File: config.mk
export PLATFORM = sky130hd
export DESIGN_NAME = pipe_stage_reg
export DESIGN_NICKNAME = d
export VERILOG_FILES = /design/src/rtl/pipe_pkg.sv /design/src/rtl/pipe_perf_cnt.sv /design/src/rtl/pipe_stage_reg.sv
export SDC_FILE = /design/constraint.sdc
export NUM_CORES = 1
export LEC_CHECK = 0
export CORE_ASPECT_RATIO = 0.5
export CORE_MARGIN = 10
export CORE_UTILIZATION = 39
export CTS_CLUSTER_SIZE = 10
export DETAILED_ROUTE_END_ITERATION = 7
export GPL_ROUTABILITY_DRIVEN = 1
export GPL_TIMING_DRIVEN = 1
export PLACE_DENSITY_LB_ADDON = 0.25
export REMOVE_ABC_BUFFERS = 1
export SETUP_SLACK_MARGIN = 0.02
export SLEW_MARGIN = 0
export SYNTH_ARGS = -nofsm -noshare
export SYNTH_HDL_FRONTEND = slang
export SYNTH_SLANG_ARGS = --single-unit
File: constraint.sdc
create_clock -name clk -period 1.1 [get_ports clk]
set_input_delay 0.22 -clock clk [delete_from_list [all_inputs] [get_ports clk]]
set_output_delay 0.22 -clock clk [all_outputs]
set_load 0.05 [all_outputs]
File: src/rtl/pipe_pkg.sv
// Shared constants for the pipeline-stage registers: stage modes, payload widths, reset values.
package pipe_pkg;

    localparam int unsigned PIPE_MODE_PASS = 0;
    localparam int unsigned PIPE_MODE_SKID = 1;

    // Payload widths of the inter-stage latches
    localparam int unsigned IFID_W  = 96;   // instr + PC + PC+4
    localparam int unsigned IDEX_W  = 160;  // PC, rs1/rs2 data, imm, ctrl
    localparam int unsigned EXMEM_W = 112;  // alu result, store data, rd, ctrl
    localparam int unsigned MEMWB_W = 72;   // writeback data, rd, ctrl

    localparam int unsigned PERF_CNT_W = 32;

    // Canonical NOP (addi x0, x0, 0), a natural reset value for instruction fields
    localparam logic [31:0] NOP_INSTR = 32'h00000013;

endpackage

File: src/rtl/pipe_perf_cnt.sv
// Saturating event counter with enable; cleared only by reset.
module pipe_perf_cnt
    import pipe_pkg::*;
(
    input  logic                  clk,
    input  logic                  rst_n,
    input  logic                  en_i,
    output logic [PERF_CNT_W-1:0] cnt_o
);

    logic [PERF_CNT_W-1:0] cnt_q;
    logic [PERF_CNT_W-1:0] cnt_d;

    // Increment on enable, sticking at all-ones
    always_comb begin
        cnt_d = cnt_q;
        if (en_i && (cnt_q != {PERF_CNT_W{1'b1}})) begin
            cnt_d = cnt_q + PERF_CNT_W'(1);
        end
    end

    // Counter register
    always_ff @(posedge clk or negedge rst_n) begin
        if (!rst_n) begin
            cnt_q <= '0;
        end else begin
            cnt_q <= cnt_d;
        end
    end

    assign cnt_o = cnt_q;

endmodule

File: src/rtl/pipe_stage_reg.sv
// Pipeline-stage register with valid/ready handshake, stall and flush.
// MODE 0: single entry, in_ready depends on out_ready.
// MODE 1: main + skid entry, in_ready depends only on registered state.
// Optional: define PIPE_STAGE_PERF_EN to add stall/bubble performance counters.
module pipe_stage_reg
    import pipe_pkg::*;
#(
    parameter int unsigned       DATA_W  = IFID_W,
    parameter int unsigned       MODE    = PIPE_MODE_PASS,
    parameter logic [DATA_W-1:0] RST_VAL = '0
) (
    input  logic              clk,
    input  logic              rst_n,
    input  logic              flush_i,
    input  logic              stall_i,
    input  logic              in_valid,
    output logic              in_ready,
    input  logic [DATA_W-1:0] in_data,
    output logic              out_valid,
    input  logic              out_ready,
    output logic [DATA_W-1:0] out_data,
`ifdef PIPE_STAGE_PERF_EN
    output logic [31:0]       stall_cycles,
    output logic [31:0]       bubble_cycles,
`endif
    output logic [1:0]        count
);

    logic              main_valid_q, main_valid_d;
    logic [DATA_W-1:0] main_data_q,  main_data_d;
    logic              skid_valid_q, skid_valid_d;
    logic [DATA_W-1:0] skid_data_q,  skid_data_d;
    logic [1:0]        count_q,      count_d;
    logic              in_fire;
    logic              out_fire;

    // Acceptance: skid mode keeps out_ready off the in_ready path
    always_comb begin
        if (MODE == PIPE_MODE_SKID) begin
            in_ready = !stall_i && !skid_valid_q;
        end else begin
            in_ready = !stall_i && (!main_valid_q || out_ready);
        end
    end

    assign in_fire  = in_valid && in_ready;
    assign out_fire = main_valid_q && out_ready && !stall_i;

    // Next-state: flush beats stall beats normal movement
    always_comb begin
        main_valid_d = main_valid_q;
        main_data_d  = main_data_q;
        skid_valid_d = skid_valid_q;
        skid_data_d  = skid_data_q;

        if (flush_i) begin
            main_valid_d = 1'b0;
            main_data_d  = RST_VAL;
            skid_valid_d = 1'b0;
            skid_data_d  = RST_VAL;
        end else if (stall_i) begin
            // contents frozen
        end else if (MODE == PIPE_MODE_SKID) begin
            if (out_fire) begin
                if (skid_valid_q) begin
                    main_data_d  = skid_data_q;
                    skid_valid_d = 1'b0;
                end else if (in_fire) begin
                    main_data_d = in_data;
                end else begin
                    main_valid_d = 1'b0;
                end
            end else if (in_fire) begin
                if (!main_valid_q) begin
                    main_valid_d = 1'b1;
                    main_data_d  = in_data;
                end else begin
                    skid_valid_d = 1'b1;
                    skid_data_d  = in_data;
                end
            end
        end else begin
            if (in_fire) begin
                main_valid_d = 1'b1;
                main_data_d  = in_data;
            end else if (out_fire) begin
                main_valid_d = 1'b0;
            end
        end

        count_d = 2'(main_valid_d) + 2'(skid_valid_d);
    end

    // State registers; reset empties the stage immediately
    always_ff @(posedge clk or negedge rst_n) begin
        if (!rst_n) begin
            main_valid_q <= 1'b0;
            main_data_q  <= RST_VAL;
            skid_valid_q <= 1'b0;
            skid_data_q  <= RST_VAL;
            count_q      <= 2'd0;
        end else begin
            main_valid_q <= main_valid_d;
            main_data_q  <= main_data_d;
            skid_valid_q <= skid_valid_d;
            skid_data_q  <= skid_data_d;
            count_q      <= count_d;
        end
    end

    assign out_valid = main_valid_q;
    assign out_data  = main_data_q;
    assign count     = count_q;

`ifdef PIPE_STAGE_PERF_EN
    // Held valid payload blocked by a stall
    pipe_perf_cnt u_stall_cnt (
        .clk   (clk),
        .rst_n (rst_n),
        .en_i  (stall_i && main_valid_q),
        .cnt_o (stall_cycles)
    );

    // Downstream ready but nothing to deliver
    pipe_perf_cnt u_bubble_cnt (
        .clk   (clk),
        .rst_n (rst_n),
        .en_i  (!main_valid_q && out_ready && !stall_i),
        .cnt_o (bubble_cycles)
    );
`endif

endmodule

==> results_dict.tcl <==
set metrics [dict create \
    drt_iter0_markers 139 \
    startpoint_type "flip-flop" \
    synth_cell_type_count 16 \
    gp_congestion 0.743 \
    fin_setup_tns_ps -28100 \
    clk_path_buf_depth 2 \
    rsz0062_at_grt "true" \
    final-setup-viol-count 197 \
    layout_common_cells "192 x nand2b_1, 111 x buf_12, 100 x dfrtp_1" \
    ir_worst_vdd_mv 0.812 \
    cp_max_fo 2 \
    p_leak_nw 3.91 \
    r2r_end "out_data[27]" \
    rows 28 \
    antennaDiodeCount 0 \
    start_util_pct 40.7 \
    synth_seq_cells 100 \
    layout_commonest_cell "nand2b_1" \
    gr-usage-all-layers_pct 15.3 \
    ioPinCount 202 \
    clock_sinks 100 \
    utilization_pct 74.6 \
    die_y_um 99.3 \
    outcome "finished, violations left" \
    place_hpwl_mm 10.7 \
    grt_pass1_wl_mm 21.7 \
    period_minus_slack_ps 1440 \
    cp-startpoint "out_valid" \
    syn_area_mm2 0.00490 \
    fin_crit_sh_pct 131 \
    power_density_mw_per_mm2 1120 \
    die_area_mm2 0.0177 \
    wirelength_mm 14.3 \
    slew_headroom_pct 81.1 \
    fillers 796 \
    dr.pass1.iters 4 \
    yosysWarnings 0 \
    layout_setup_ws_ps -340 \
    antenna_found_initial 0 \
    instances_no_fill 848 \
    power_mw 10.0 \
    final_layout_size_suffix_gt1_share_pct 28.3 \
    h-tree-depth 3 \
    critical_path.max_stage_delay_ps 390 \
    ant_nets 0 \
    post-route-drc-count 0 \
    finClkSkew_ps 10.5 \
    drv_slew 0 \
    r2r_start "out_valid" \
    crit_required_ps 880 \
    tritoncts "yes" \
    place_inst 790 \
    port_buffers 201 \
    area_delta_synth_final_pct 83.3 \
    max_freq_mhz 695 \
    avgRoutedWirePerCell_um 16.8 \
    synth.avg_cell_area_um2 11.5 \
    seq_area_frac_synth_pct 51.0 \
    cap_violations 0 \
    numCtsBuffers 9 \
    core_mm2 0.0121 \
    hold_viol_final 0 \
    clk_latency_ps 330 \
    crit_chain "nor2b_4 > buf_6 > nor2_4 > buf_12" \
    reg2reg_slack_ps -330 \
    cts-root-buf "clkbuf_16" \
    endpoint "in_ready" \
    crit_slowest_cell "dfrtp_1" \
    die_w_um 179 \
    cts.clk_slew.worst_paths_ps 70 \
    grt_max_degree 74 \
    overflow 0 \
    synth_cells 428 \
    nets 781 \
    hold_path.class "input port to flip-flop" \
    multi_input_area_mm2 0.00226 \
    vias 3832 \
    violations "negative setup slack" \
    arrival_ps 1220 \
    tightest_slew_ps 282 \
    reg2reg_depth 6 \
    seqCellArea_mm2 0.00250 \
    end_kind "primary output" \
    grt_pass1_vias 3876 \
    setup.worst_path.class "flip-flop to primary output" \
    viasPerCell 4.52 \
]
## flip-flops by register name, indices dropped and copies added (netlist names)
register and flops:
out_data 96, skid_valid_q 1, count 2, out_valid 1
## layer usage
metal	track usage (%)	vias to the layer above	share of wire, %	wire [um]
met4	2.72	0	0.60	86
met3	5.13	4	5.7	818
met2	28.7	79	55	7850
li1	-	1869	-	-
met5	0	-	0	0
met1	16.5	1880	39	5500
## logic make-up after synthesis
group	synth area share (%)
adders and majority gates	0.255
and+or+nand+nor	25.4
muxes	19.6
DFF	51.0
buffers and inverters	3.52
AOI/OAI and AO/OA	0.204
## Yosys cell counts
master	count	area, um^2
nand2b_1	192	1200
dfrtp_1	100	2500
mux2i_1	96	961
clkbuf_1	20	75.1
buf_6	5	56.3
buf_2	3	15.0
buf_4	3	22.5
a21oi_1	1	5.00
ha_1	1	12.5
inv_1	1	3.75
nand2b_4	1	13.8
nor2_1	1	3.75
nor2_4	1	11.3
nor2b_1	1	6.26
nor2b_2	1	8.76
o21ai_0	1	5.00
## per-stage QoR
| stage | hold slack [ps] | cell area, um^2 | worst slack (ps) |
|---|---|---|---|
| after CTS | 161 | 8810 | -341 |
| after global placement | 220 | 8290 | -455 |
| after global routing | 179 | 8990 | -396 |
| final | 182 | 8990 | -340 |
| after detailed placement | 223 | 8290 | -514 |
| after floorplan | -75.6 | 4730 | -2090 |
## worst max-delay path: cells and delay by family (launching register included)
| kind | cells | cell delay [ps] |
|---|---|---|
| buffers and inverters | 2 | 250 |
| flip-flops | 1 | 390 |
| AND/OR/NAND/NOR | 2 | 240 |
## where the power goes
part | total [mW] | switching, mW | internal, mW
Combinational | 2.77 | 1.25 | 1.52
Clock | 3.21 | 1.37 | 1.84
Sequential | 4.05 | 0.198 | 3.85
## repair_timing
item                                    CTS  global route
pin swaps                                 3             1
endpoints found under the setup margin  197           198
hold buffers                              1             0
endpoints found under the hold margin   100             0
gates cloned                              1             0
resized for setup                        11             5
setup buffers                            20            20
## final cells by class
cell class / instances / area share, %
clock inverters: 5 / 0.668
inverters: 1 / 0.0418
flip-flops and latches: 100 / 27.8
multi-input cells: 296 / 25.2
clock buffers: 11 / 2.70
repair buffers: 270 / 41.3
well taps: 165 / 2.30
## worst min path at each step
stage	start	endpoint	slack (ps)	cells after the start
finish	flush_i	out_valid	180	2
global route	flush_i	out_valid	180	2
CTS	flush_i	out_valid	160	2
global placement	rst_n	out_data[81]	220	2
floorplan	rst_n	count[0]	-80	0
detailed placement	rst_n	out_data[81]	220	2
(Power assumes the default switching activity.)
